$ cat src/rtl/multi_div_detector_pkg.sv
// Shared types and default constants for the multi-divisor detector.
// Optional feature macro: MDD_HIT_COUNT_EN (per-channel hit counters).
package multi_div_detector_pkg;

   // Controller states: wait for an operand, shift it through, present the result.
   typedef enum logic [1:0] {
      IDLE = 2'd0,
      CALC = 2'd1,
      DONE = 2'd2
   } mdd_state_e;

   // Default divisor table {5,4,3,2}; channel 0 sits in the LSB byte.
   localparam logic [31:0] DEF_DIVS     = {8'd5, 8'd4, 8'd3, 8'd2};
   localparam logic [3:0]  DEF_ALL_MASK = 4'b1011;
   localparam int unsigned DEF_CNT_W    = 16;

endpackage : multi_div_detector_pkg

$ cat src/rtl/multi_div_detector_if.sv
// Operand/result handshake bundle for the multi-divisor detector.
// hit_cnt exists only when MDD_HIT_COUNT_EN is defined.
interface multi_div_detector_if
   import multi_div_detector_pkg::*;
#(
   parameter int unsigned WIDTH = 8,
   parameter int unsigned NCH   = 4,
   parameter int unsigned CNT_W = DEF_CNT_W
) ();

   logic [WIDTH-1:0]     num;
   logic                 in_valid;
   logic                 in_ready;
   logic [NCH-1:0]       div;
   logic                 all_div;
   logic                 out_valid;
   logic                 out_ready;
`ifdef MDD_HIT_COUNT_EN
   logic [NCH*CNT_W-1:0] hit_cnt;
`endif

   // Requester side: supplies operands and consumes results.
   modport master (
      output num, in_valid, out_ready,
`ifdef MDD_HIT_COUNT_EN
      input  hit_cnt,
`endif
      input  in_ready, div, all_div, out_valid
   );

   // Detector side.
   modport slave (
      input  num, in_valid, out_ready,
`ifdef MDD_HIT_COUNT_EN
      output hit_cnt,
`endif
      output in_ready, div, all_div, out_valid
   );

endinterface : multi_div_detector_if

$ cat src/rtl/multi_div_detector_div_rem_ch.sv
// One divisor channel: WIDTH+1-bit restoring remainder, fed one operand bit
// per step, MSB first. rem_zero reports divisibility (never for divisor 0).
module div_rem_ch #(
   parameter int unsigned WIDTH = 8
) (
   input  logic             clk,
   input  logic             rst,
   input  logic             clear,
   input  logic             step,
   input  logic             ser_bit,
   input  logic [WIDTH-1:0] divisor,
   output logic             rem_zero
);

   logic [WIDTH:0] rem_q;
   logic [WIDTH:0] rem_d;
   logic [WIDTH:0] shifted;
   logic [WIDTH:0] divisor_ext;

   // rem_q < divisor < 2^WIDTH, so its top bit is always 0 and dropping it
   // in the shift loses nothing.
   assign divisor_ext = {1'b0, divisor};
   assign shifted     = {rem_q[WIDTH-1:0], ser_bit};

   // Next remainder: clear on accept, one restoring step when enabled, else hold.
   always_comb begin
      // NOTE: default assigned first so every path drives rem_d; without it a latch is inferred.
      rem_d = rem_q;
      if (clear) begin
         rem_d = '0;
      end else if (step) begin
         if (shifted >= divisor_ext) begin
            rem_d = shifted - divisor_ext;
         end else begin
            rem_d = shifted;
         end
      end
   end

   // Remainder register with asynchronous clear.
   always_ff @(posedge clk or posedge rst) begin
      // NOTE: non-blocking so all flops update from pre-edge values regardless of block order.
      if (rst) begin
         rem_q <= '0;
      end else begin
         rem_q <= rem_d;
      end
   end

   assign rem_zero = (rem_q == '0) && (divisor != '0);

endmodule : div_rem_ch

$ cat src/rtl/multi_div_detector.sv
// Multi-divisor detector: accepts an operand, runs WIDTH bit-serial restoring
// steps in NCH parallel channels, then presents div/all_div until taken.
// Optional feature macro: MDD_HIT_COUNT_EN adds saturating per-channel hit counters.
module multi_div_detector
   import multi_div_detector_pkg::*;
#(
   parameter int unsigned               WIDTH    = 8,
   parameter int unsigned               NCH      = 4,
   parameter logic [NCH-1:0][WIDTH-1:0] DIVS     = DEF_DIVS,
   parameter logic [NCH-1:0]            ALL_MASK = DEF_ALL_MASK,
   parameter int unsigned               CNT_W    = DEF_CNT_W
) (
   input logic                 clk,
   input logic                 rst,
   multi_div_detector_if.slave bus
);

   // Counter must reach WIDTH itself: WIDTH step cycles plus one finishing cycle.
   localparam int unsigned      CNT_BW   = $clog2(WIDTH + 1);
   localparam logic [CNT_BW-1:0] LAST_CNT = CNT_BW'(WIDTH);

   mdd_state_e        state_q, state_d;
   logic [WIDTH-1:0]  num_q, num_d;
   logic [CNT_BW-1:0] bit_cnt_q, bit_cnt_d;
   logic [NCH-1:0]    div_q, div_d;
   logic              all_div_q, all_div_d;

   logic              rem_clear;
   logic              rem_step;
   logic              ser_bit;
   logic [NCH-1:0]    rem_zero;
   logic              all_hit;

   // The operand shifts left so its MSB is always the next bit to feed.
   assign ser_bit = num_q[WIDTH-1];

   // A channel outside the mask counts as satisfied; an empty mask yields 0.
   assign all_hit = (ALL_MASK != '0) && ((rem_zero | ~ALL_MASK) == '1);

   // One remainder engine per divisor channel.
   for (genvar i = 0; i < NCH; i++) begin : g_ch
      div_rem_ch #(
         .WIDTH (WIDTH)
      ) u_ch (
         .clk      (clk),
         .rst      (rst),
         .clear    (rem_clear),
         .step     (rem_step),
         .ser_bit  (ser_bit),
         .divisor  (DIVS[i]),
         .rem_zero (rem_zero[i])
      );
   end

   // Next-state and datapath control for the IDLE/CALC/DONE sequence.
   always_comb begin
      state_d   = state_q;
      num_d     = num_q;
      bit_cnt_d = bit_cnt_q;
      div_d     = div_q;
      all_div_d = all_div_q;
      rem_clear = 1'b0;
      rem_step  = 1'b0;
      unique case (state_q)
         IDLE: begin
            if (bus.in_valid) begin
               num_d     = bus.num;
               bit_cnt_d = '0;
               rem_clear = 1'b1;
               state_d   = CALC;
            end
         end
         CALC: begin
            if (bit_cnt_q == LAST_CNT) begin
               // All bits consumed: capture the verdict on the way into DONE.
               div_d     = rem_zero;
               all_div_d = all_hit;
               state_d   = DONE;
            end else begin
               rem_step  = 1'b1;
               num_d     = {num_q[WIDTH-2:0], 1'b0};
               bit_cnt_d = bit_cnt_q + CNT_BW'(1);
            end
         end
         DONE: begin
            if (bus.out_ready) begin
               state_d = IDLE;
            end
         end
         default: begin
            state_d = IDLE;
         end
      endcase
   end

   // Control and result registers.
   always_ff @(posedge clk or posedge rst) begin
      if (rst) begin
         state_q   <= IDLE;
         num_q     <= '0;
         bit_cnt_q <= '0;
         div_q     <= '0;
         all_div_q <= 1'b0;
      end else begin
         state_q   <= state_d;
         num_q     <= num_d;
         bit_cnt_q <= bit_cnt_d;
         div_q     <= div_d;
         all_div_q <= all_div_d;
      end
   end

   assign bus.in_ready  = (state_q == IDLE);
   assign bus.out_valid = (state_q == DONE);
   assign bus.div       = div_q;
   assign bus.all_div   = all_div_q;

`ifdef MDD_HIT_COUNT_EN
   logic [NCH-1:0][CNT_W-1:0] hit_cnt_q, hit_cnt_d;

   // Bump each hit channel once per completed result transfer, saturating.
   always_comb begin
      hit_cnt_d = hit_cnt_q;
      if ((state_q == DONE) && bus.out_ready) begin
         for (int i = 0; i < NCH; i++) begin
            if (div_q[i] && (hit_cnt_q[i] != '1)) begin
               hit_cnt_d[i] = hit_cnt_q[i] + CNT_W'(1);
            end
         end
      end
   end

   // Hit counter registers.
   always_ff @(posedge clk or posedge rst) begin
      if (rst) begin
         hit_cnt_q <= '0;
      end else begin
         hit_cnt_q <= hit_cnt_d;
      end
   end

   assign bus.hit_cnt = hit_cnt_q;
`endif

endmodule : multi_div_detector

$ cat src/flat_wrapper.sv
// flat-port wrapper written by rule: the top's interface ports become plain ports
module multi_div_detector_flat import multi_div_detector_pkg::*;
#(
   parameter int unsigned               WIDTH    = 8,
   parameter int unsigned               NCH      = 4,
   parameter logic [NCH-1:0][WIDTH-1:0] DIVS     = DEF_DIVS,
   parameter logic [NCH-1:0]            ALL_MASK = DEF_ALL_MASK,
   parameter int unsigned               CNT_W    = DEF_CNT_W
)
  (clk, rst, bus_num, bus_in_valid, bus_out_ready, bus_in_ready, bus_div, bus_all_div, bus_out_valid);
  multi_div_detector_if #(.WIDTH(WIDTH), .NCH(NCH), .CNT_W(CNT_W)) bus_i ();
  input logic clk;
  input logic rst;
  input wire logic [$bits(bus_i.num)-1:0] bus_num;
  input wire logic [$bits(bus_i.in_valid)-1:0] bus_in_valid;
  input wire logic [$bits(bus_i.out_ready)-1:0] bus_out_ready;
  output wire logic [$bits(bus_i.in_ready)-1:0] bus_in_ready;
  output wire logic [$bits(bus_i.div)-1:0] bus_div;
  output wire logic [$bits(bus_i.all_div)-1:0] bus_all_div;
  output wire logic [$bits(bus_i.out_valid)-1:0] bus_out_valid;
  assign bus_i.num = bus_num;
  assign bus_i.in_valid = bus_in_valid;
  assign bus_i.out_ready = bus_out_ready;
  assign bus_in_ready = bus_i.in_ready;
  assign bus_div = bus_i.div;
  assign bus_all_div = bus_i.all_div;
  assign bus_out_valid = bus_i.out_valid;
  multi_div_detector #(.WIDTH(WIDTH), .NCH(NCH), .DIVS(DIVS), .ALL_MASK(ALL_MASK), .CNT_W(CNT_W)) u_core (.clk(clk), .rst(rst), .bus(bus_i));
endmodule
$ cat config.mk
export PLATFORM = sky130hd
export DESIGN_NAME = multi_div_detector_flat
export DESIGN_NICKNAME = d
export VERILOG_FILES = /design/src/rtl/multi_div_detector_pkg.sv /design/src/rtl/multi_div_detector_if.sv /design/src/rtl/multi_div_detector_div_rem_ch.sv /design/src/rtl/multi_div_detector.sv /design/src/flat_wrapper.sv
export SDC_FILE = /design/constraint.sdc
export NUM_CORES = 1
export LEC_CHECK = 0
export ABC_AREA = 1
export CAP_MARGIN = 15
export CELL_PAD_IN_SITES_DETAIL_PLACEMENT = 1
export CELL_PAD_IN_SITES_GLOBAL_PLACEMENT = 1
export CORE_MARGIN = 2
export CORE_UTILIZATION = 46
export CTS_CLUSTER_DIAMETER = 120
export DETAILED_ROUTE_END_ITERATION = 10
export HOLD_SLACK_MARGIN = 0.1
export MAX_ROUTING_LAYER = met4
export PLACE_DENSITY_LB_ADDON = 0.1
export SLEW_MARGIN = 20
export SYNTH_ARGS = -nofsm -noshare
export SYNTH_HDL_FRONTEND = slang
export SYNTH_HIERARCHICAL = 1
export SYNTH_SLANG_ARGS = --single-unit
export TNS_END_PERCENT = 50
$ cat constraint.sdc
create_clock -name clk -period 2.4 [get_ports clk]
set_input_delay 0.48 -clock clk [delete_from_list [all_inputs] [get_ports clk]]
set_output_delay 0.48 -clock clk [all_outputs]
set_load 0.005 [all_outputs]
* After elaboration in Yosys (flattened, before gate mapping) *
Index checks and enable logic that the tools add are counted.

storage, ports and cells
  register bits after elaboration = 55
  bits in latches = 0
  bits in writable memories = 0
  bits in read-only memories = 0
  logic and storage cells = 62
  memories kept = 0

cells by class
  add/sub/neg operators = 5
  multiply operators = 0
  divide/modulo/power cells = 0
  magnitude comparators = 4
  eq/ne operators = 8
  shift operators = 0
  multiplexer cells = 26
  bitwise operators = 0
  reductions and logical operators = 10

operator list
  operator                                                               number
  9-bit 2-to-1 mux                                                       12
  9-bit zero test                                                        4
  9-bit by 2-bit >= comparator with 1-bit output, second input constant  2
  9-bit by 3-bit >= comparator with 1-bit output, second input constant  2
  9-bit by 2-bit subtractor with 9-bit output, second input constant     2
  9-bit by 3-bit subtractor with 9-bit output, second input constant     2
  8-bit 2-to-1 mux                                                       2
  8-bit one-hot mux with 2 select lines                                  1
  4-bit 2-to-1 mux                                                       2
  4-bit one-hot mux with 2 select lines                                  1
  2-bit 2-to-1 mux                                                       3
  2-bit != test, second input constant                                   3
  2-bit one-hot mux with 3 select lines                                  1
  3-bit AND reduction                                                    2
  4-bit by 1-bit adder with 4-bit output, second input constant          1
  4-bit == test, second input constant                                   1
  1-bit 2-to-1 mux                                                       4
  2-bit nonzero test                                                     2
  3-bit == test, second input constant                                   1
  2-bit by 1-bit == test with 1-bit output, second input constant        1
  2-bit == test, second input constant                                   1
  2-bit zero test                                                        1
  2-bit by 1-bit != test with 1-bit output, second input constant        1
  2-bit AND reduction                                                    1

* Longest topological paths before layout *
Gate-level depths: netlist of run 1.

  depth after elaboration = 5
  gate-level depth with buffers = 12
  mapped depth without buffers = 12

* By module *
Netlist of run 1, hierarchy kept.

modules (own cells, without submodules)
  module                                 instances  cells each  area each (um^2)  seq. area each (um^2)
  div_rem_ch at u_core.g_ch[0].u_ch ...  3          152         999.7             225.2
  div_rem_ch at u_core.g_ch[3].u_ch      1          152         1012.2            225.2
  multi_div_detector                     1          116         980.9             475.5

* Worst setup path after synthesis of run 1 *
No wires, ideal clock.

  kind = reg2reg
  from = register u_core.num_q[7]
  to = register u_core.g_ch[3].u_ch.rem_q[6]
  data arrival time = 1558 ps
  required time = 2282 ps
  setup slack = 724 ps
  stages on the path, launching flop included = 11
  path buffers = 0
  clock period less this slack = 1676 ps
  path through = dfrtp_1 -> inv_1 -> ha_1 -> fa_1 -> nand3b_1 -> nand3_1 -> nand2_1 -> nand2_1 -> nand2_1 -> nand3_1 -> nand2_1

between the ends
  longest elaborated chain between the ends = 4
  elaborated cells between the ends (all ways) = 5

ends and longest elaborated chain
  item                                                                                                                  line                                                                      text
  start, declared                                                                                                       multi_div_detector.sv:23                                                  logic [WIDTH-1:0] num_q, num_d;
  start signal, assigned                                                                                                multi_div_detector.sv:106                                                 num_q <= num_d;
  9-bit by 3-bit subtractor with 9-bit output / 9-bit by 3-bit >= comparator with 1-bit output (equally long branches)  multi_div_detector_div_rem_ch.sv:33, multi_div_detector_div_rem_ch.sv:32
  9-bit 2-to-1 mux (*)                                                                                                  multi_div_detector_div_rem_ch.sv:32                                       if (shifted >= divisor_ext) begin
  9-bit 2-to-1 mux (*)                                                                                                  multi_div_detector_div_rem_ch.sv:31                                       end else if (step) begin
  9-bit 2-to-1 mux (*)                                                                                                  multi_div_detector_div_rem_ch.sv:29                                       if (clear) begin
  end signal, assigned                                                                                                  multi_div_detector_div_rem_ch.sv:46                                       rem_q <= rem_d;
  end, declared                                                                                                         multi_div_detector_div_rem_ch.sv:15                                       logic [WIDTH:0] rem_q;

Every way passes the cells marked *; elsewhere a longest branch is shown, timed or not. The select of a mux whose other input is x is not followed.
A chain may end at the register's enable or synchronous reset.

* Final worst setup path of run 1 *
  from = register u_core.num_q[7]
  to = register u_core.g_ch[3].u_ch.rem_q[8]

The elaborated chain is that of the path after synthesis.

==> PnR_summary.wiki, run 1 <==
{| class="wikitable"
! Metric !! Value
|-
| Run status || finished clean
|-
| Area of all placed cells without fillers || 5710 sq um
|-
| Final-report max-slew violation count || 0
|-
| Clock transition at the registers of the reported paths || 0.10 ns
|-
| Prevailing post-synth register cell || dfrtp_1
|-
| Count of buffers from port buffering || 18
|-
| Share of synthesized flip-flops with an asynchronous set or reset || 1.00
|-
| Cells on Worst Hold Path || 2
|-
| CTS max path bufs || 2
|-
| Class of the most critical setup path || reg -> reg
|-
| Initial antenna violation count || 0
|-
| Total Negative Setup Slacks || 0 ns
|-
| Post-CTS Repair Setup Buffers || 0
|-
| Class of the worst hold path || reg -> reg
|-
| TritonRoute pass-1 iters || 4
|-
| Post-synthesis register bit count || 55
|-
| Total wire length after detailed routing || 13300 um
|-
| Number of nets with antenna violations after detailed routing || 0
|-
| Final number of hold-violating endpoints || 0
|-
| Root Buffer Master || clkbuf_8
|-
| Row count || 38
|-
| Maximum number of pins on one net before global-route repair || 22
|-
| Vias/cell || 5.00
|-
| Worst-Skew Late Latency || 0.30 ns
|-
| Crit path capture type || register
|-
| Vias || 4773
|-
| Number of nets in the finished design || 864
|-
| Endpoint of the lowest-slack register-to-register path || u_core/g_ch[3].u_ch/rem_q[8]$_DFFE_PP0P_
|-
| Critical path startpoint category || register
|-
| Final period util || 0.879
|-
| H-Tree Level Count || 2
|-
| Syn Inst Count || 724
|-
| Number of buffers added to fix hold violations after cts || 0
|-
| Vertical die dimension || 108 um
|-
| Warnings, synthesis || 6
|-
| Worst clock skew on the final layout || 0.00726 ns
|-
| Max cap viols || 0
|-
| FILL cells || 1484
|-
| Total design power || 7.86 mW
|-
| Library cells used by synthesis || 32
|-
| Global route total overflow || 0
|-
| Reg2Reg Launch Point || u_core/num_q[7]$_DFFE_PP0P_
|-
| Routability Congestion || 0.863
|-
| Minimum period implied by the final worst setup slack || 2.11 ns
|-
| Sequential area share after synthesis || 0.276
|-
| TritonCTS sink count || 55
|-
| DR iter-0 viols || 138
|-
| Number of global-route vias before repair || 4972
|-
| Layout cell share with drive strength beyond 1 || 0.101
|-
| CTS tree || done
|-
| Total die area || 11700 sq um
|-
| Max VDD drop || 605 uV
|-
| Data arrival time at the worst-slack endpoint || 2.36 ns
|-
| Worst hold path startpoint || u_core/bus.div[0]$_DFFE_PP0P_
|-
| Count of placed standard cells in the final layout, fillers left out || 955
|-
| Achievable clock frequency || 474 MHz
|-
| Number of enable-type register cells in the synthesized netlist || 0
|-
| DR WL/cell || 13.9 um
|-
| Global-route wire length before repair || 23000 um
|-
| Number of antenna repair diodes || 0
|-
| I/O pin total || 19
|-
| Number of cells on the worst reg-to-reg path || 10
|-
| Min Hold Slack || 0.492 ns
|-
| Critical Path RT || 2.65 ns
|-
| Starting Density || 0.467
|-
| Resized cells post-CTS || 0
|-
| WHS Endpoint || u_core/bus.div[0]$_DFFE_PP0P_
|-
| Mean cell area of the mapped netlist || 6.90 sq um
|-
| R2r setup slk || 0.29 ns
|-
| Number of buffers created by CTS || 5
|-
| Gr usage total || 0.248
|-
| Cell total after placement || 947
|-
| Netlist Area Pre-Place || 4990 sq um
|-
| Setup repair after global routing missed its margin || false
|-
| HPWL after detailed placement || 11000 um
|-
| Count of unresolved DRC violations after routing || 0
|-
| Pwr dens || 1380 nW/um^2
|-
| Leakage Power || 3.07 nW
|-
| Core box area || 10700 sq um
|-
| Area grow syn2layout || 14.4%
|-
| Placed cell area || 5580 sq um
|-
| Chip width || 108 um
|-
| Final number of setup-violating endpoints || 0
|-
| Largest fanout of any net on the critical path || 5
|}
-- worst max-delay path, stage by stage (launching register included) --
cell     delay, ns
dfrtp_1       0.51
inv_1         0.11
ha_1          0.25
fa_1          0.47
nor2_1        0.18
o21ai_0       0.17
nand2_1       0.11
nand2_1       0.05
nand2_1       0.07
nand3_1       0.06
nand2_1       0.07
-- cell usage in the layout, fill, tap and decap left out, types with 12 or more instances in the layout --
cell / instances
a21oi_1: 12
ha_1: 34
nor2_2: 12
nand3_1: 69
nand3b_1: 24
xor2_1: 12
inv_1: 118
nand2_1: 244
nand2_4: 12
nor2_1: 28
clkdlybuf4s50_1: 18
o21ai_0: 14
dfrtp_1: 55
nand3_2: 13
conb_1: 68
nor4_1: 12
-- synthesized netlist by cell type, types with 2 or more instances --
| cell | number | area share |
|---|---|---|
| nor3_2 | 4 | 0.0080 |
| ha_1 | 34 | 0.085 |
| nand3b_1 | 24 | 0.036 |
| nand2_4 | 12 | 0.027 |
| nor2_2 | 12 | 0.015 |
| o21ai_0 | 14 | 0.014 |
| nand2_2 | 8 | 0.010 |
| or2_4 | 4 | 0.0070 |
| a21oi_1 | 12 | 0.012 |
| nor4_1 | 12 | 0.015 |
| nand3_1 | 69 | 0.069 |
| nor2_4 | 9 | 0.020 |
| xor2_1 | 12 | 0.021 |
| nor3_1 | 4 | 0.0040 |
| nand4_1 | 9 | 0.011 |
| dfrtp_1 | 55 | 0.28 |
| inv_2 | 3 | 0.0023 |
| nor2_1 | 28 | 0.021 |
| inv_1 | 118 | 0.089 |
| nand3_2 | 13 | 0.026 |
| nand2_1 | 244 | 0.18 |
| fa_1 | 4 | 0.016 |
| o21ai_1 | 5 | 0.0050 |
| o21ai_2 | 6 | 0.011 |
| conb_1 | 2 | 0.0015 |
-- worst max path at each step --
| stage | startpoint | slack, ns | end |
|---|---|---|---|
| after floorplan | u_core/num_q[7]$_DFFE_PP0P_ | 0.72 | u_core/g_ch[3].u_ch/rem_q[6]$_DFFE_PP0P_ |
| after global routing | u_core/num_q[7]$_DFFE_PP0P_ | 0.09 | u_core/g_ch[3].u_ch/rem_q[8]$_DFFE_PP0P_ |
| after CTS | u_core/num_q[7]$_DFFE_PP0P_ | 0.26 | u_core/g_ch[3].u_ch/rem_q[8]$_DFFE_PP0P_ |
| after detailed placement | bus_in_valid | 0.24 | u_core/g_ch[2].u_ch/rem_q[6]$_DFFE_PP0P_ |
| after global placement | bus_in_valid | 0.28 | u_core/g_ch[2].u_ch/rem_q[5]$_DFFE_PP0P_ |
| final | u_core/num_q[7]$_DFFE_PP0P_ | 0.29 | u_core/g_ch[3].u_ch/rem_q[8]$_DFFE_PP0P_ |
-- per-stage QoR --
step	setup WS [ns]	utilization
floorplan	0.724	-
global placement	0.276	0.522
finish	0.290	0.534
detailed placement	0.237	0.522
CTS	0.260	0.534
global route	0.0883	0.534
-- sequential cells by signal, indices dropped and copies added, names as in the netlist --
signal / cells
u_core/bus.all_div: 1
u_core/num_q: 8
u_core/bus.div: 4
u_core/g_ch.u_ch/rem_q: 36
u_core/bit_cnt_q: 4
u_core/state_q: 2
-- routing by layer --
| layer | track usage | routed length (um) | vias to the layer above | share of wire |
|---|---|---|---|---|
| met5 | - | 0 | - | 0 |
| met4 | 0.0375 | 56 | 0 | 0.0042 |
| met3 | 0.0235 | 215 | 4 | 0.016 |
| met2 | 0.442 | 7000 | 40 | 0.53 |
| met1 | 0.313 | 6030 | 2324 | 0.45 |
| li1 | - | - | 2405 | - |
-- kinds of logic after synthesis --
kind of cell	after synthesis	share of synthesized area
buffers and inverters	125	0.0985
and+or+nand+nor	453	0.457
AOI/OAI and AO/OA	38	0.0431
DFF	55	0.276
adders and majority gates	38	0.101
xor gates and xnor gates	13	0.0228
other	2	0.00150
-- layout make-up --
class / count / area [sq um] / area share
timing repair buffer: 20 / 195 / 0.0342
sequential: 55 / 1380 / 0.241
inverter: 122 / 460 / 0.0806
tap: 140 / 175 / 0.0307
clock buffer: 6 / 72.6 / 0.0127
multi-input combinational: 610 / 3370 / 0.590
clock inverter: 2 / 60.1 / 0.0105
-- power breakdown --
group / switching (mW) / total, mW / internal (mW)
Combinational: 3.33 / 5.25 / 1.92
Sequential: 0.489 / 1.89 / 1.40
Clock: 0.301 / 0.718 / 0.417
Power figures use the tool's default switching activity.
==> inputs of run 2 (changes only) <==
--- a/config.mk
+++ b/config.mk
@@ -10,8 +10,8 @@
 export CELL_PAD_IN_SITES_DETAIL_PLACEMENT = 1
 export CELL_PAD_IN_SITES_GLOBAL_PLACEMENT = 1
 export CORE_MARGIN = 2
-export CORE_UTILIZATION = 46
-export CTS_CLUSTER_DIAMETER = 120
+export CORE_UTILIZATION = 44
+export CTS_CLUSTER_DIAMETER = 30
 export DETAILED_ROUTE_END_ITERATION = 10
 export HOLD_SLACK_MARGIN = 0.1
 export MAX_ROUTING_LAYER = met4
@@ -19,6 +19,5 @@
 export SLEW_MARGIN = 20
 export SYNTH_ARGS = -nofsm -noshare
 export SYNTH_HDL_FRONTEND = slang
-export SYNTH_HIERARCHICAL = 1
 export SYNTH_SLANG_ARGS = --single-unit
 export TNS_END_PERCENT = 50
==> run 2 against run 1 <==
Against the previous run:
- synthesized area shrank 38%
- clock-buffer cell count is the same
- cell count shrank 46%
- first-iteration DRC count grew 5.8%
- clock skew grew 0.0019 ns
- synthesized cell count shrank 45%
- fmax grew 9.5%
- global-route usage shrank 2.3 points
- setup slack gained 0.18 ns
- sequential power shrank 12%
- total power shrank 38%
- sequential cell count shrank 1
- critical endpoint is now bus_in_ready
- largest cell class unchanged
- largest power group unchanged
==> PnR_summary.wiki, run 2 <==
{| class="wikitable"
! Metric !! Value
|-
| Final number of setup-violating endpoints || 0
|-
| Number of nets in the finished design || 434
|-
| Most common cell after layout, fill and taps aside || nand2_1
|-
| Area of all placed cells without fillers || 3450 sq um
|-
| Global route total overflow || 0
|-
| Share of synthesized flip-flops with an asynchronous set or reset || 1.00
|-
| Gr usage total || 0.226
|-
| Clock transition at the registers of the reported paths || 0.10 ns
|-
| Setup repair after global routing missed its margin || false
|-
| Cell types occupying the most area after synthesis || dfrtp_1 44%, nand2_1 13%, inv_1 5.8%, nand3_1 4.2%, nor2_1 4.0%
|-
| Length of routed wiring on met1 || 3560 um
|-
| Core box area || 6790 sq um
|-
| Vias/cell || 5.16
|-
| Met3 routed wirelength || 208 um
|-
| Total wire length after detailed routing || 7560 um
|-
| Row count || 30
|-
| Max cap viols || 0
|-
| CTS tree || done
|-
| Sequential area share after synthesis || 0.438
|-
| Run status || finished clean
|-
| Area grow syn2layout || 12.0%
|-
| Achievable clock frequency || 519 MHz
|-
| Most common cell in the netlist || nand2_1
|-
| Warnings, synthesis || 0
|-
| Cell total after placement || 504
|-
| Number of enable-type register cells in the synthesized netlist || 0
|-
| Number of antenna repair diodes || 0
|-
| Prevailing post-synth register cell || dfrtp_1
|-
| Mean cell area of the mapped netlist || 7.79 sq um
|-
| Number of buffers added to fix hold violations after cts || 0
|-
| Layout cell share with drive strength beyond 1 || 0.0817
|-
| Pwr dens || 1420 nW/um^2
|-
| Yosys top cell area share || 0.438
|-
| Vertical die dimension || 87.7 um
|-
| Final-report max-slew violation count || 0
|-
| Count of placed standard cells in the final layout, fillers left out || 512
|-
| Initial antenna violation count || 0
|-
| Number of global-route vias before repair || 2777
|-
| Least setup slack across all paths after layout || 0.472 ns
|-
| Top flop regs || u_core.g_ch.u_ch.rem_q: 35 flops, u_core.num_q: 8 flops
|-
| Worst clock skew on the final layout || 0.00911 ns
|-
| Headroom to the max-slew limit || 0.684
|-
| Final number of hold-violating endpoints || 0
|-
| List of most frequent post-synthesis cells || 109 x nand2_1, 54 x dfrtp_1, 48 x inv_1
|-
| Largest area contributor in the netlist || dfrtp_1
|-
| Number of nets with antenna violations after detailed routing || 0
|-
| Max reg flops || 35
|-
| Crit path capture type || primary output
|-
| Chip width || 87.7 um
|-
| Placed cell area || 3340 sq um
|-
| Starting Density || 0.454
|-
| Highest layer used for signal routing || met4
|-
| DR WL/cell || 14.8 um
|-
| HPWL after detailed placement || 5530 um
|-
| Largest fanout of any net on the critical path || 4
|-
| Number of buffers created by CTS || 5
|-
| TritonRoute pass-1 iters || 4
|-
| Routability Congestion || 0.823
|-
| Syn Inst Count || 396
|-
| Class of the worst hold path || in -> async
|-
| Count of buffers from port buffering || 18
|-
| Critical Path RT || 1.92 ns
|-
| Endpoint of the lowest-slack register-to-register path || u_core.g_ch[3].u_ch.rem_q[0]$_DFFE_PP0P_
|-
| Max VDD drop || 788 uV
|-
| Measured slew at the worst slew-check pin || 0.473 ns
|-
| TritonCTS sink count || 54
|-
| Number of cells on the worst reg-to-reg path || 8
|-
| H-Tree Level Count || 2
|-
| Register bank with the most flops || u_core.g_ch.u_ch.rem_q
|-
| Count of unresolved DRC violations after routing || 0
|-
| Syn nets || 415
|-
| Met2 wire length || 3740 um
|-
| I/O pin total || 19
|-
| Vias || 2644
|-
| CTS max path bufs || 2
|-
| Resized cells post-CTS || 0
|-
| Maximum number of pins on one net before global-route repair || 45
|-
| Total Negative Setup Slacks || 0 ns
|-
| Post-synthesis register bit count || 54
|-
| Netlist Area Pre-Place || 3080 sq um
|-
| Library cells used by synthesis || 32
|-
| Most used cells in the layout excluding fill and tap cells || 109 x nand2_1, 54 x dfrtp_1, 47 x inv_1, 33 x nor2_1, 26 x nand3_1
|-
| Reg2Reg Launch Point || u_core.bit_cnt_q[0]$_DFFE_PP0P_
|-
| Post-CTS Repair Setup Buffers || 0
|-
| DR iter-0 viols || 146
|-
| Class of the most critical setup path || reg -> out
|-
| Total die area || 7690 sq um
|-
| Global-route wire length before repair || 13200 um
|-
| Root Buffer Master || clkbuf_8
|-
| R2r setup slk || 0.53 ns
|-
| Critical path startpoint category || register
|-
| Minimum period implied by the final worst setup slack || 1.93 ns
|-
| FILL cells || 860
|-
| Worst-Skew Late Latency || 0.31 ns
|-
| Leakage Power || 1.69 nW
|-
| Post-placement worst setup slack || 0.495 ns
|-
| Data arrival time at the worst-slack endpoint || 1.45 ns
|-
| Final period util || 0.803
|}
[run 2: worst max-delay path, cell delays in order (launching register included)]
cell             delay (ns)
dfrtp_1                0.46
nor2_2                 0.17
clkdlybuf4s50_1        0.52
[run 2: kinds of logic (layout without fill, tap and decap cells)]
logic type | Yosys count | in the layout | synth area share
AO/OA/AOI/OAI | 53 | 53 | 0.0966
flip-flops | 54 | 54 | 0.438
adder cells (fa/ha/maj) | 7 | 7 | 0.0284
AND/OR/NAND/NOR | 204 | 204 | 0.304
XOR/XNOR | 13 | 13 | 0.0369
buffers and inverters | 65 | 85 | 0.0962
[run 2: worst max-delay path by stage]
stage / start / to / slack [ns] / cells after the start
floorplan: rst / u_core.bit_cnt_q[0]$_DFFE_PP0P_ / 0.61 / 1
global placement: bus_in_valid / u_core.g_ch[1].u_ch.rem_q[0]$_DFFE_PP0P_ / 0.53 / 6
detailed placement: bus_in_valid / u_core.g_ch[3].u_ch.rem_q[0]$_DFFE_PP0P_ / 0.50 / 6
CTS: u_core.state_q[0]$_DFFE_PP0P_ / bus_in_ready / 0.46 / 2
global route: u_core.bit_cnt_q[0]$_DFFE_PP0P_ / u_core.g_ch[3].u_ch.rem_q[0]$_DFFE_PP0P_ / 0.27 / 8
finish: u_core.state_q[0]$_DFFE_PP0P_ / bus_in_ready / 0.47 / 2
[run 2: metal layers]
metal  global-route usage  up-vias
met5                    -        -
met4               0.0476        0
met3               0.0339        4
met2                0.375       37
met1                0.294     1299
li1                     -     1304
[run 2: final cells by class]
class	count	area, sq um	share of cell area
Inverter	54	205	0.0594
Sequential cell	54	1350	0.391
Multi-Input combinational cell	277	1440	0.416
Clock inverter	2	37.5	0.0109
Clock buffer	6	72.6	0.0210
Tap cell	96	120	0.0348
Timing Repair Buffer	23	230	0.0667
[run 2: where the power goes]
part           switching (mW)  internal, mW  total (mW)
combinational            1.69         0.914        2.60
clock                   0.301         0.312       0.613
sequential              0.340          1.33        1.67
[run 2: stage by stage]
step / total power [mW] / hold slack [ns] / utilization
3_3_place_gp: 4.15 / 0.456 / 0.492
3_5_place_dp: 4.30 / 0.472 / 0.492
6_report: 4.89 / 0.492 / 0.508
2_1_floorplan: 3.70 / 0.441 / -
4_1_cts: 4.96 / 0.500 / 0.508
5_1_grt: 5.43 / 0.515 / 0.508
==> inputs of run 3 (changes only) <==
--- a/config.mk
+++ b/config.mk
@@ -10,7 +10,7 @@
 export CELL_PAD_IN_SITES_DETAIL_PLACEMENT = 1
 export CELL_PAD_IN_SITES_GLOBAL_PLACEMENT = 1
 export CORE_MARGIN = 2
-export CORE_UTILIZATION = 44
+export CORE_UTILIZATION = 40
 export CTS_CLUSTER_DIAMETER = 30
 export DETAILED_ROUTE_END_ITERATION = 10
 export HOLD_SLACK_MARGIN = 0.1
==> constraint.sdc (replaced) <==
create_clock -name clk -period 1.6 [get_ports clk]
set_input_delay 0.32 -clock clk [delete_from_list [all_inputs] [get_ports clk]]
set_output_delay 0.32 -clock clk [all_outputs]
set_load 0.005 [all_outputs]
==> run 3 against run 2 <==
Against the previous run:
- clock power grew 51%
- total power grew 61%
- global-route usage shrank 2.3 points
- first-iteration DRC count shrank 25%
- clock-buffer cell count grew 1
- hold slack lost 0.081 ns
- via count grew 2.8%
- clock skew grew 0.00093 ns
- cell count grew 4.3%
- combinational power grew 71%
- largest cell class unchanged
- highest routed layer unchanged
==> PnR_summary.wiki, run 3 (synthesis gave the netlist of run 2 again) <==
{| class="wikitable"
! Metric !! Value
|-
| Run status || finished clean
|-
| Setup repair after global routing missed its margin || true
|-
| Sequential cell fraction of total power || 0.315
|-
| DR iter-0 viols || 109
|-
| Vias/cell || 5.09
|-
| Vias || 2718
|-
| Total die area || 8430 sq um
|-
| Total Negative Setup Slacks || 0 ns
|-
| Minimum period implied by the final worst setup slack || 1.52 ns
|-
| Total design power || 7.85 mW
|-
| Measured slew at the worst slew-check pin || 0.408 ns
|-
| Clock transition at the registers of the reported paths || 0.10 ns
|-
| Class of the worst hold path || in -> async
|-
| Count of unresolved DRC violations after routing || 0
|-
| Pwr dens || 2160 nW/um^2
|-
| Headroom to the max-slew limit || 0.726
|-
| Critical path startpoint category || register
|-
| Total area of sequential cells || 1350 sq um
|-
| Area of all placed cells without fillers || 3640 sq um
|-
| Number of antenna repair diodes || 0
|-
| Routability Congestion || 0.783
|-
| Core box area || 7610 sq um
|-
| TritonRoute pass-1 iters || 4
|-
| Top flop regs || u_core.g_ch.u_ch.rem_q: 35 flops, u_core.num_q: 8 flops
|-
| Net switching share of the total power || 0.463
|-
| TritonCTS sink count || 54
|-
| I/O pin total || 19
|-
| Worst clock skew on the final layout || 0.0100 ns
|-
| Gr usage total || 0.203
|-
| Leakage Power || 1.78 nW
|-
| Vertical die dimension || 91.8 um
|-
| CTS max path bufs || 2
|-
| Row count || 32
|-
| Achievable clock frequency || 660 MHz
|-
| Crit path capture type || register
|-
| Final number of setup-violating endpoints || 0
|-
| Number of buffers added to fix hold violations after cts || 0
|-
| Root Buffer Master || clkbuf_8
|-
| HPWL after detailed placement || 5570 um
|-
| Critical-path top delay cell || dfrtp_2
|-
| Most common cell after layout, fill and taps aside || nand2_1
|-
| Proportion of power drawn by combinational gates || 0.567
|-
| Max reg flops || 35
|-
| Data arrival time at the worst-slack endpoint || 1.72 ns
|-
| Number of nets with antenna violations after detailed routing || 0
|-
| Max cap viols || 0
|-
| Cell chain of the critical path || ha_1, inv_1, nand3_2, nor2_1, nand3_1, nand2_1, o21ai_1
|-
| Global route total overflow || 0
|-
| Number of nets in the finished design || 450
|-
| Largest fanout of any net on the critical path || 6
|-
| Maximum number of pins on one net before global-route repair || 55
|-
| Register bank with the most flops || u_core.g_ch.u_ch.rem_q
|-
| DR WL/cell || 14.4 um
|-
| Worst setup path startpoint || u_core.num_q[7]$_DFFE_PP0P_
|-
| FILL cells || 958
|-
| Internal cell power || 4.21 mW
|-
| Critical Path RT || 1.81 ns
|-
| Sw power || 3.64 mW
|-
| H-Tree Level Count || 2
|-
| Area occupied by multi-input gates || 1480 sq um
|-
| Layout cell share with drive strength beyond 1 || 0.141
|-
| Biggest cell delay along the critical path || 0.47 ns
|-
| Final period util || 0.947
|-
| Reg2Reg Launch Point || u_core.num_q[7]$_DFFE_PP0P_
|-
| Placed cell area || 3460 sq um
|-
| Starting Density || 0.405
|-
| Global-route wire length before repair || 13200 um
|-
| Initial antenna violation count || 0
|-
| Final-report max-slew violation count || 0
|-
| Chip width || 91.8 um
|-
| Count of buffers from port buffering || 18
|-
| Number of buffers created by CTS || 5
|-
| Most used cells in the layout excluding fill and tap cells || 108 x nand2_1, 53 x dfrtp_1, 45 x inv_1, 32 x nor2_1, 23 x nand3_1
|-
| Number of global-route vias before repair || 2724
|-
| Max VDD drop || 757 uV
|-
| Final number of hold-violating endpoints || 0
|-
| Area grow syn2layout || 18.0%
|-
| Total wire length after detailed routing || 7710 um
|-
| Worst-Skew Late Latency || 0.31 ns
|-
| CTS tree || done
|-
| Power share of the clock group || 0.118
|-
| Class of the most critical setup path || reg -> reg
|-
| Final design utilization || 0.478
|}
## run 3: changes by cell type in the layout (fill, tap and decap cells not counted), moves of 2 or more
cell / previous run / this run
ha_2: 0 / 2
inv_1: 47 / 45
nand3_1: 26 / 23
ha_1: 7 / 5
nand3_2: 2 / 4
clkdlybuf4s50_1: 18 / 16
dlygate4sd2_1: 0 / 2
buf_4: 4 / 18
## run 3: per-layer routing
| metal | GRT usage | wire length (um) | part of all wire |
|---|---|---|---|
| met5 | - | 0 | 0 |
| met2 | 0.338 | 3800 | 0.49 |
| met3 | 0.0304 | 136 | 0.018 |
| met1 | 0.260 | 3690 | 0.48 |
| met4 | 0.0535 | 80 | 0.010 |
## run 3: area by class of cell
class                      count  share of cell area
timing repair buffer          39               0.100
sequential                    54               0.372
inverter                      54              0.0574
tap                          102              0.0351
clock buffer                   7              0.0210
multi-input combinational    277               0.406
clock inverter                 1             0.00825
## run 3: per-stage QoR
| stage | setup WS (ns) | std cells | hold WS [ns] |
|---|---|---|---|
| after CTS | 0.00743 | 532 | 0.432 |
| after global placement | 0.0940 | 523 | 0.458 |
| final | 0.0844 | 534 | 0.411 |
| after global routing | -0.0248 | 534 | 0.452 |
| after detailed placement | 0.0162 | 523 | 0.463 |
| after floorplan | 0.165 | 396 | 0.388 |
## run 3: path summary, 6_finish.rpt
path | end | cells past startpoint | slack (ns)
setup / recovery | u_core.g_ch[1].u_ch.rem_q[6]$_DFFE_PP0P_ | 7 | 0.08
setup reg to reg | u_core.g_ch[1].u_ch.rem_q[6]$_DFFE_PP0P_ | 7 | 0.08
min in group clk | u_core.g_ch[0].u_ch.rem_q[8]$_DFFE_PP0P_ | 2 | 0.49
hold reg to reg | u_core.g_ch[0].u_ch.rem_q[8]$_DFFE_PP0P_ | 2 | 0.49
hold / removal | u_core.g_ch[3].u_ch.rem_q[4]$_DFFE_PP0P_ | 3 | 0.41
max in group asynchronous | u_core.num_q[7]$_DFFE_PP0P_ | 3 | 0.91
## run 3: what timing repair did
| item | 4_1_cts | 5_1_grt |
|---|---|---|
| setup buffers | 1 | 2 |
| gates resized for setup | 2 | 15 |
| endpoints found under the setup margin | 2 | 44 |
| pin swaps | 1 | 2 |
## run 3: worst max-delay path, delay by kind of cell (launching register included)
kind | cells | cell delay [ns]
flops | 1 | 0.47
buf+inv | 1 | 0.17
fa+ha+maj | 1 | 0.22
compound gates | 1 | 0.06
simple gates | 4 | 0.48
## run 3: power groups by stage
stage               registers [mW]  clock network [mW]  logic, mW
floorplan                     2.38                   0       3.18
global placement              2.46                   0       4.17
detailed placement            2.49                   0       4.33
CTS                           2.46               0.954       4.38
global route                  2.57                1.02       5.10
finish                        2.48               0.925       4.45
